$ cat src/rtl/mult_pkg.sv
// Types and defaults shared by the pipelined multiplier and its CDB completion buffer.
package mult_pkg;

    localparam int MULT_LAT_DEF       = 4;
    localparam int MULT_BUF_DEPTH_DEF = 4;
    localparam int ROB_IDX_W          = 5;
    localparam int PRF_IDX_W          = 7;

    typedef struct packed {
        logic [63:0]          value;
        logic [ROB_IDX_W-1:0] rob_idx;
        logic [PRF_IDX_W-1:0] dest_tag;
    } mult_result_t;

endpackage

$ cat src/rtl/mult_cdb_buf_if.sv
// Multiplier-result / CDB / issue-credit bundle around the multiply completion buffer.
interface mult_cdb_buf_if import mult_pkg::*; #(
    parameter int DEPTH = MULT_BUF_DEPTH_DEF
);
    logic                   issue_i;
    logic                   flush_i;
    logic                   mult_done_i;
    logic [63:0]            mult_product_i;
    logic [ROB_IDX_W-1:0]   mult_rob_idx_i;
    logic [PRF_IDX_W-1:0]   mult_dest_tag_i;
    logic                   cdb_grant_i;
    logic                   cdb_req_o;
    logic [63:0]            cdb_value_o;
    logic [ROB_IDX_W-1:0]   cdb_rob_idx_o;
    logic [PRF_IDX_W-1:0]   cdb_tag_o;
    logic                   issue_stall_o;
    logic [$clog2(DEPTH):0] count_o;
    logic                   overflow_o;

    modport master (
        output issue_i, flush_i, mult_done_i, mult_product_i, mult_rob_idx_i,
               mult_dest_tag_i, cdb_grant_i,
        input  cdb_req_o, cdb_value_o, cdb_rob_idx_o, cdb_tag_o, issue_stall_o,
               count_o, overflow_o
    );

    modport slave (
        input  issue_i, flush_i, mult_done_i, mult_product_i, mult_rob_idx_i,
               mult_dest_tag_i, cdb_grant_i,
        output cdb_req_o, cdb_value_o, cdb_rob_idx_o, cdb_tag_o, issue_stall_o,
               count_o, overflow_o
    );

endinterface

$ cat src/rtl/mult_cdb_buf_fifo.sv
// Synchronous FIFO whose head entry is held in a register, so readers see no RAM read path.
module sync_fifo #(
    parameter int WIDTH = 8,
    parameter int DEPTH = 4
) (
    input  logic                   clock,
    input  logic                   reset,
    input  logic                   clear,
    input  logic                   push,
    input  logic                   pop,
    input  logic [WIDTH-1:0]       wdata,
    output logic [WIDTH-1:0]       head,
    output logic [$clog2(DEPTH):0] count,
    output logic                   full,
    output logic                   empty
);
    localparam int PTR_W = $clog2(DEPTH);
    localparam int CNT_W = PTR_W + 1;

    logic [WIDTH-1:0] mem [DEPTH];
    logic [PTR_W-1:0] wr_ptr;
    logic [PTR_W-1:0] rd_ptr;
    logic [PTR_W-1:0] rd_ptr_nxt;
    logic [CNT_W-1:0] count_nxt;
    logic             do_push;
    logic             do_pop;

    assign empty   = (count == '0);
    assign full    = (count == CNT_W'(DEPTH));
    assign do_pop  = pop & ~empty;
    // A full FIFO still accepts a write when the head leaves in the same cycle.
    assign do_push = push & (~full | do_pop);

    always_comb begin
        rd_ptr_nxt = rd_ptr + PTR_W'(do_pop);
        count_nxt  = count + CNT_W'(do_push) - CNT_W'(do_pop);
    end

    always_ff @(posedge clock) begin
        if (reset || clear) begin
            wr_ptr <= '0;
            rd_ptr <= '0;
            count  <= '0;
            head   <= '0;
        end else begin
            if (do_push) wr_ptr <= wr_ptr + PTR_W'(1);
            rd_ptr <= rd_ptr_nxt;
            count  <= count_nxt;
            // Bypass the write data when it lands exactly in the next head slot.
            if (count_nxt != '0)
                head <= (do_push && (rd_ptr_nxt == wr_ptr)) ? wdata : mem[rd_ptr_nxt];
        end
    end

    always_ff @(posedge clock) begin
        if (do_push && !clear) mem[wr_ptr] <= wdata;
    end

endmodule

$ cat src/rtl/mult_cdb_buf.sv
// Multiply completion buffer: captures live multiplier results, presents them to the CDB
// and withholds issue credit so the non-stalling multiplier always has a free slot.
module mult_cdb_buf import mult_pkg::*; #(
    parameter int DEPTH    = MULT_BUF_DEPTH_DEF,
    parameter int MULT_LAT = MULT_LAT_DEF
) (
    input logic           clock,
    input logic           reset,
    mult_cdb_buf_if.slave bus
);
    localparam int CNT_W = $clog2(DEPTH) + 1;
    localparam int SUM_W = $clog2(DEPTH + MULT_LAT + 1);

    logic [MULT_LAT-1:0] live_q;
    logic [MULT_LAT-1:0] live_nxt;
    logic [SUM_W-1:0]    inflight;
    logic [CNT_W-1:0]    count;
    logic                wr_en;
    logic                pop;
    logic                full;
    logic                empty;
    logic                overflow_q;
    mult_result_t        wr_res;
    mult_result_t        head_res;

    // Bit i set means a multiply issued i+1 cycles ago is still live; the tail matches mult_done_i.
    always_comb begin
        live_nxt    = live_q << 1;
        live_nxt[0] = bus.issue_i;
        inflight    = '0;
        for (int i = 0; i < MULT_LAT; i++) inflight = inflight + SUM_W'(live_q[i]);
    end

    always_ff @(posedge clock) begin
        if (reset || bus.flush_i) live_q <= '0;
        else                      live_q <= live_nxt;
    end

    assign wr_en = bus.mult_done_i & live_q[MULT_LAT-1] & ~bus.flush_i;
    assign pop   = ~empty & bus.cdb_grant_i & ~bus.flush_i;

    assign wr_res = '{value:    bus.mult_product_i,
                      rob_idx:  bus.mult_rob_idx_i,
                      dest_tag: bus.mult_dest_tag_i};

    always_ff @(posedge clock) begin
        if (reset)                       overflow_q <= 1'b0;
        else if (wr_en && full && !pop)  overflow_q <= 1'b1;
    end

    sync_fifo #(
        .WIDTH ($bits(mult_result_t)),
        .DEPTH (DEPTH)
    ) u_fifo (
        .clock (clock),
        .reset (reset),
        .clear (bus.flush_i),
        .push  (wr_en),
        .pop   (pop),
        .wdata (wr_res),
        .head  (head_res),
        .count (count),
        .full  (full),
        .empty (empty)
    );

    // Credit counts buffered plus in-flight results; a same-cycle pop is not credited yet.
    assign bus.issue_stall_o = (SUM_W'(count) + inflight) >= SUM_W'(DEPTH);
    assign bus.cdb_req_o     = ~empty;
    assign bus.cdb_value_o   = head_res.value;
    assign bus.cdb_rob_idx_o = head_res.rob_idx;
    assign bus.cdb_tag_o     = head_res.dest_tag;
    assign bus.count_o       = count;
    assign bus.overflow_o    = overflow_q;

endmodule

$ cat src/flat_wrapper.sv
// flat-port wrapper written by rule: the top's interface ports become plain ports
module mult_cdb_buf_flat import mult_pkg::*;
#(
    parameter int DEPTH    = MULT_BUF_DEPTH_DEF,
    parameter int MULT_LAT = MULT_LAT_DEF
)
  (clock, reset, bus_issue_i, bus_flush_i, bus_mult_done_i, bus_mult_product_i, bus_mult_rob_idx_i, bus_mult_dest_tag_i, bus_cdb_grant_i, bus_cdb_req_o, bus_cdb_value_o, bus_cdb_rob_idx_o, bus_cdb_tag_o, bus_issue_stall_o, bus_count_o, bus_overflow_o);
  mult_cdb_buf_if #(.DEPTH(DEPTH)) bus_i ();
  input logic clock;
  input logic reset;
  input wire logic [$bits(bus_i.issue_i)-1:0] bus_issue_i;
  input wire logic [$bits(bus_i.flush_i)-1:0] bus_flush_i;
  input wire logic [$bits(bus_i.mult_done_i)-1:0] bus_mult_done_i;
  input wire logic [$bits(bus_i.mult_product_i)-1:0] bus_mult_product_i;
  input wire logic [$bits(bus_i.mult_rob_idx_i)-1:0] bus_mult_rob_idx_i;
  input wire logic [$bits(bus_i.mult_dest_tag_i)-1:0] bus_mult_dest_tag_i;
  input wire logic [$bits(bus_i.cdb_grant_i)-1:0] bus_cdb_grant_i;
  output wire logic [$bits(bus_i.cdb_req_o)-1:0] bus_cdb_req_o;
  output wire logic [$bits(bus_i.cdb_value_o)-1:0] bus_cdb_value_o;
  output wire logic [$bits(bus_i.cdb_rob_idx_o)-1:0] bus_cdb_rob_idx_o;
  output wire logic [$bits(bus_i.cdb_tag_o)-1:0] bus_cdb_tag_o;
  output wire logic [$bits(bus_i.issue_stall_o)-1:0] bus_issue_stall_o;
  output wire logic [$bits(bus_i.count_o)-1:0] bus_count_o;
  output wire logic [$bits(bus_i.overflow_o)-1:0] bus_overflow_o;
  assign bus_i.issue_i = bus_issue_i;
  assign bus_i.flush_i = bus_flush_i;
  assign bus_i.mult_done_i = bus_mult_done_i;
  assign bus_i.mult_product_i = bus_mult_product_i;
  assign bus_i.mult_rob_idx_i = bus_mult_rob_idx_i;
  assign bus_i.mult_dest_tag_i = bus_mult_dest_tag_i;
  assign bus_i.cdb_grant_i = bus_cdb_grant_i;
  assign bus_cdb_req_o = bus_i.cdb_req_o;
  assign bus_cdb_value_o = bus_i.cdb_value_o;
  assign bus_cdb_rob_idx_o = bus_i.cdb_rob_idx_o;
  assign bus_cdb_tag_o = bus_i.cdb_tag_o;
  assign bus_issue_stall_o = bus_i.issue_stall_o;
  assign bus_count_o = bus_i.count_o;
  assign bus_overflow_o = bus_i.overflow_o;
  mult_cdb_buf #(.DEPTH(DEPTH), .MULT_LAT(MULT_LAT)) u_core (.clock(clock), .reset(reset), .bus(bus_i));
endmodule
$ cat config.mk
export PLATFORM = sky130hd
export DESIGN_NAME = mult_cdb_buf_flat
export DESIGN_NICKNAME = d
export VERILOG_FILES = /design/src/rtl/mult_pkg.sv /design/src/rtl/mult_cdb_buf_if.sv /design/src/rtl/mult_cdb_buf_fifo.sv /design/src/rtl/mult_cdb_buf.sv /design/src/flat_wrapper.sv
export SDC_FILE = /design/constraint.sdc
export NUM_CORES = 1
export LEC_CHECK = 0
export CORE_UTILIZATION = 36
export CTS_BUF_LIST = sky130_fd_sc_hd__clkbuf_4
export DETAILED_ROUTE_END_ITERATION = 10
export HOLD_SLACK_MARGIN = 0.15
export SYNTH_ARGS = -nofsm -noshare
export SYNTH_HDL_FRONTEND = slang
export SYNTH_SLANG_ARGS = --single-unit
$ cat constraint.sdc
create_clock -name clock -period 4.2 [get_ports clock]
set_input_delay 0.42 -clock clock [delete_from_list [all_inputs] [get_ports clock]]
set_output_delay 0.42 -clock clock [all_outputs]
set_load 0.05 [all_outputs]
**Word level (Yosys, flattened, before mapping)**

Memory sizes are Yosys's and may differ from the RTL's. A register that Yosys moved wholly into a read port is not among the register bits.
Cells that the tools add are included.

- Register bits: 12
- Bits in latches: 0
- Memory bits (writable): 304
- Memory bits (read-only): 0
- Memories: 1

Memories:

| name | words | width | read ports | clocked after memory_dff | write ports | RTL line | source |
|---|---|---|---|---|---|---|---|
| u_core.u_fifo.mem | 4 | 76 | 1 | 1 | 1 | mult_cdb_buf_fifo.sv:20 | `logic [WIDTH-1:0] mem [DEPTH];` |

- Add/subtract/negate cells: 8
- $mul: 0
- Divide/modulo/power cells: 0
- $lt $le $gt $ge: 1
- Equality and inequality tests: 1
- Shift-type cells: 0
- Mux-type cells: 2
- Bitwise logic cells: 10
- Reduce and logical (&&, ||, !) cells: 8

Operators by type and width:

| operator | count |
|---|---|
| 4-bit by 1-bit adder with 4-bit output | 2 |
| 1-bit bitwise AND | 6 |
| 3-bit by 4-bit adder with 4-bit output | 1 |
| 4-bit by 3-bit greater-or-equal comparator with 1-bit output (second input constant) | 1 |
| 3-bit by 1-bit adder with 3-bit output | 1 |
| 3-bit == test (second input constant) | 1 |
| 1-bit logical AND | 3 |
| 3-bit logical NOT | 1 |
| 1-bit NOT | 3 |
| 3-bit nonzero test | 1 |
| 3-bit by 1-bit subtractor with 3-bit output | 1 |
| 1-bit by 1-bit adder with 2-bit output | 1 |
| 2-bit by 1-bit adder with 2-bit output | 1 |
| 2-bit by 1-bit adder with 2-bit output (second input constant) | 1 |
| 1-bit logical NOT | 2 |
| 1-bit 2-to-1 mux | 2 |
| 1-bit logical OR | 1 |
| 1-bit OR | 1 |

**Logic depth before layout (Yosys ltp)**

- Word-level depth: 10
- Mapped depth: 15

**Hierarchy**

From an unflattened synthesis, not the netlist that was laid out.

- Cell total of the unflattened synthesis: 806
- Area, all modules: 14925.6 um^2

Modules (own cells, without submodules):

| module | times used | cells an instance | area an instance (um^2) | sequential area each (um^2) |
|---|---|---|---|---|
| sync_fifo | 1 | 783 | 14667.8 | 10790.3 |
| mult_cdb_buf | 1 | 23 | 257.7 | 100.1 |

**Worst setup path before layout**

OpenSTA, ideal clock, no wires.

- Path kind: reg2reg
- From: reg u_core.u_fifo.count[1]
- To: reg u_core.u_fifo.head[43], read port of u_core.u_fifo.mem
- Library setup time: 0.122 ns
- Arrival time: 3.642 ns
- Path slack: 0.436 ns
- Stages on the path, launching flop included: 13
- Buffers on the path: 2
- Cell sequence: dfxtp_1 > or3_1 > nor2b_1 > ha_1 > inv_1 > ha_1 > fa_1 > xnor3_1 > o31ai_2 > nor2_2 > buf_6 > buf_6 > a221o_1

- Longest elaborated chain between the ends: 10
- Elaborated cells on any way between the ends: 13
- Classes of those cells: 3 x add/sub; 1 x eq/ne; 7 x bitwise; 2 x reduce/logical

Ends and longest elaborated chain:

| item | RTL line | source |
|---|---|---|
| from (decl) | mult_cdb_buf_fifo.sv:13 | `output logic [$clog2(DEPTH):0] count,` |
| from (signal assigned) | mult_cdb_buf_fifo.sv:48 | `count <= count_nxt;` |
| 3-bit logical NOT (*) | mult_cdb_buf_fifo.sv:28 | `assign empty = (count == '0);` |
| 1-bit NOT (*) | -- |  |
| via bus_cdb_req_o | flat_wrapper.sv:18 | `output wire logic [$bits(bus_i.cdb_req_o)-1:0] bus_cdb_req_o;` |
| 1-bit bitwise AND (2 in series) | mult_cdb_buf.sv:40 | `assign pop = ~empty & bus.cdb_grant_i & ~bus.flush_i;` |
| 1-bit bitwise AND (*) | mult_cdb_buf_fifo.sv:30 | `assign do_pop = pop & ~empty;` |
| 1-bit OR | mult_cdb_buf_fifo.sv:32 | `assign do_push = push & (~full \| do_pop);` |
| 1-bit bitwise AND | mult_cdb_buf_fifo.sv:32 |  |
| 3-bit by 1-bit adder with 3-bit output | mult_cdb_buf_fifo.sv:36 | `count_nxt = count + CNT_W'(do_push) - CNT_W'(do_pop);` |
| 3-bit by 1-bit subtractor with 3-bit output | mult_cdb_buf_fifo.sv:36 |  |
| 3-bit nonzero test | mult_cdb_buf_fifo.sv:50 | `if (count_nxt != '0)` |
| to (decl) | mult_cdb_buf_fifo.sv:12 | `output logic [WIDTH-1:0] head,` |

The timed path passes the listed nets; every way through them passes the cells marked *.
A chain may end at the register's enable or synchronous reset.

**Worst setup path after layout**

- From: reg u_core.u_fifo.count[1]
- To: reg u_core.u_fifo.head[10], read port of u_core.u_fifo.mem

- Longest elaborated chain between the ends: 10
- Elaborated cells on any way between the ends: 13
- Classes of those cells: 3 x add/sub; 1 x eq/ne; 7 x bitwise; 2 x reduce/logical

Ends and longest elaborated chain:

| item | RTL line |
|---|---|
| 3-bit logical NOT | mult_cdb_buf_fifo.sv:28 |
| 1-bit NOT | mult_cdb_buf_fifo.sv:30, mult_cdb_buf.sv:40 |
| 1-bit bitwise AND (2 in series) | mult_cdb_buf.sv:40 |
| 1-bit bitwise AND | mult_cdb_buf_fifo.sv:30 |
| 1-bit OR | mult_cdb_buf_fifo.sv:32 |
| 1-bit bitwise AND | mult_cdb_buf_fifo.sv:32 |
| 3-bit by 1-bit adder with 3-bit output | mult_cdb_buf_fifo.sv:36 |
| 3-bit by 1-bit subtractor with 3-bit output | mult_cdb_buf_fifo.sv:36 |
| 3-bit nonzero test | mult_cdb_buf_fifo.sv:50 |

Parallel ways exist; a longest one is shown, timed or not.

==> results by group <==
Die
  – Die width: approximately 200 um
  – DIE AREA: approximately 0.042 mm2
  – Die Y: 203.9 um
  – I/O pin cnt: between 150 and 200
  – Starting Density: 0.3668
  – CORE AREA: approximately 0.04 mm2
  – Row cnt: 73

Timing
  – Worst Skew: approximately 0.042 ns
  – Max_slew headroom: 0.5329
  – RSZ-0062 raised after global routing: false
  – Final WS setup: ~0.48 ns
  – Part of the cycle the worst path needs: 0.8863
  – Slew @ Worst Pin: between 0.6 and 0.7 ns
  – FMAX: approximately 270 MHz
  – Final setup viols: 0
  – Max-slew violations: 0
  – Setup TNS: 0 ns
  – Final Hold Fails: 0
  – Minimum clock period: approximately 3.7 ns

CTS
  – CTS max path bufs: 3
  – Clock slew at reported path FFs: roughly 0.060 ns
  – CTS tree: built
  – Setup Buffers After CTS: 0
  – Root buffer cell: clkbuf_4
  – Clock H-tree levels: 3
  – # clock sinks: about 400
  – Clock latency on the worst-skew pair: 0.76 ns
  – Post-CTS resize count: 0
  – Total CTS buffers: 99
  – CTS Hold Bufs: 0

Setup path
  – Element type at the critical path start: flop
  – Worst EP arrival: between 4 and 5 ns
  – CP Capture Type: flop
  – Critical Path RT: 4.81 ns
  – Worst-path maximum fanout: 31
  – R2R setup slack: ~0.48 ns
  – Setup CP Type: reg2reg

Logic synthesis
  – Library cells used by synthesis: 35
  – Syn. warnings: 0
  – Yosys reg bits: about 390
  – Top_reg_cell synth: edfxtp_1
  – Post-synth top area cell: edfxtp_1
  – Syn_nets: approximately 870
  – Yosys top cell area share: 0.6221
  – Syn Std Cell Area: between 0.01 and 0.015 mm2
  – Most common cell in the netlist: edfxtp_1
  – Asr flop ratio synth: 0
  – Sequential element share of the synthesized area: 0.7422
  – Number of enable flip-flop cells after synthesis: 304
  – Post-synth top cells: 304 x edfxtp_1, 88 x dfxtp_1, 76 x mux4_2, 63 x and3_1, 59 x a221o_1
  – Cells after Synth: between 700 and 800
  – Largest cells by area after synthesis: edfxtp_1 62%, dfxtp_1 12%, mux4_2 12%
  – Mean Syn Cell Area: 18.98 um2

Global route
  – Vias in the first global route: about 9.0k
  – Total grt overflow: 0
  – Total GRT Usage: 0.1696
  – Initial antenna violation count: 3
  – First-pass GRT wire length: 52.88 mm
  – Largest net degree at the start of global routing: 62

Routing
  – Final ANT Viol Nets: 0
  – Drt via density: ~5.1
  – Routed WL per cell: about 21 um
  – DRC viols: 0
  – Drt first pass iters: 4
  – Final wirelength: ~34 mm
  – DRT iter0 DRCs: between 500 and 600
  – Routed vias: around 8.3k

Final layout
  – Multi-input logic area: between 0.003 and 0.004 mm2
  – FILL cells: roughly 3.5k
  – Seq. cell area: ~0.011 mm2
  – Finished layout cell area: 0.01836 mm2
  – Syn-to-layout area delta: 25.13%
  – Nets@finish: about 1.1k
  – Layout cells sized above 1: 0.2500

Power
  – Final total power: 7490 uW
  – Pleak: between 0.006 and 0.007 uW
  – PwrDens: around 410 mW/mm2
  – Worst vdd ir: around 0.18 mV

Place
  – GP Congestion: 0.6804
  – HPWL Detailed: approximately 19 mm
  – Dpl ws: around 0.04 ns
  – I/O Buffers: approximately 160
  – Placement Cell Area: 0.01708 mm2

Run
  – Max cap viols: 0

Status
  – Outcome: complete, no violations

Min path
  – Min-delay worst type: in2reg
[flip-flops by register name (all words and copies together), names as in the netlist]
name / cells
u_core.bus.overflow_o: 1
u_core.u_fifo.head: 76
u_core.u_fifo.rd_ptr: 2
u_core.live_q: 4
u_core.u_fifo.mem: 304
u_core.u_fifo.wr_ptr: 2
u_core.u_fifo.count: 3
[cells by family after synthesis]
| family | synth area share |
|---|---|
| xor gates and xnor gates | 0.004860 |
| and+or+nand+nor | 0.04425 |
| DFF | 0.7422 |
| muxes | 0.1166 |
| adders and majority gates | 0.01211 |
| buffers and inverters | 0.02021 |
| AOI/OAI and AO/OA | 0.05977 |
[report_power, final]
part	switching [uW]	leakage (uW)	internal, uW
sequential	0.548	0.00344	4170
combinational	74.5	0.00214	73.5
clock	1490	0.000776	1680
[path summary, 6_finish.rpt]
kind | start | to | depth (start not counted)
worst max register to register | u_core.u_fifo.count[1]$_SDFF_PP0_ | u_core.u_fifo.head[10]$_SDFFE_PP0P_ | 12
worst max-delay path | u_core.u_fifo.count[1]$_SDFF_PP0_ | u_core.u_fifo.head[10]$_SDFFE_PP0P_ | 12
worst min register to register | u_core.live_q[1]$_SDFF_PP0_ | u_core.live_q[2]$_SDFF_PP0_ | 1
worst min-delay path | bus_issue_i | u_core.live_q[0]$_SDFF_PP0_ | 2
[critical path, stage by stage (launching register included)]
cell,delay [ns]
dfxtp_1,0.38
or4b_1,0.55
and2_1,0.22
inv_1,0.07
ha_1,0.12
inv_1,0.04
ha_1,0.18
fa_1,0.38
xnor3_1,0.41
o31ai_2,0.51
nor2_4,0.05
buf_4,0.27
a221o_1,0.37
[stage by stage]
step | hold WS (ns) | utilization | std cells
after detailed placement | 0.4678 | 0.4269 | 1429
after global routing | 0.2040 | 0.4590 | 1614
after global placement | 0.4487 | 0.4269 | 1429
final | 0.2551 | 0.4590 | 1614
after CTS | 0.1624 | 0.4589 | 1613
after floorplan | 0.4302 | - | 773
[metal layers]
layer	global-route usage	part of all wire	vias up	wire [um]
li1	-	-	3713	-
met3	0.04480	0.064	52	2190
met1	0.2289	0.45	4283	15260
met5	0	0.00038	-	13
met2	0.2626	0.47	247	15980
met4	0.06418	0.018	2	622
[final cells by class]
type | instances | area share
flip-flops and latches | 392 | 0.5931
multi-input cells | 318 | 0.1937
repair buffers | 184 | 0.1056
clock buffers | 155 | 0.06337
well taps | 525 | 0.03578
clock inverters | 29 | 0.006269
inverters | 10 | 0.002044
diodes | 1 | 0.0001363
[cells in the final DEF (no fill, tap or decap), drive strengths merged, types with 21 or more instances in the layout]
cell type      synthesis  routed
edfxtp               304     304
clkdlybuf4s50          0     163
clkbuf                33     155
dfxtp                 88      88
mux4                  76      76
and3                  63      63
a221o                 59      59
a21oi                 36      36
clkinv                 0      27
buf                   20      21
Note: power is estimated with default switching activity, not from simulation.
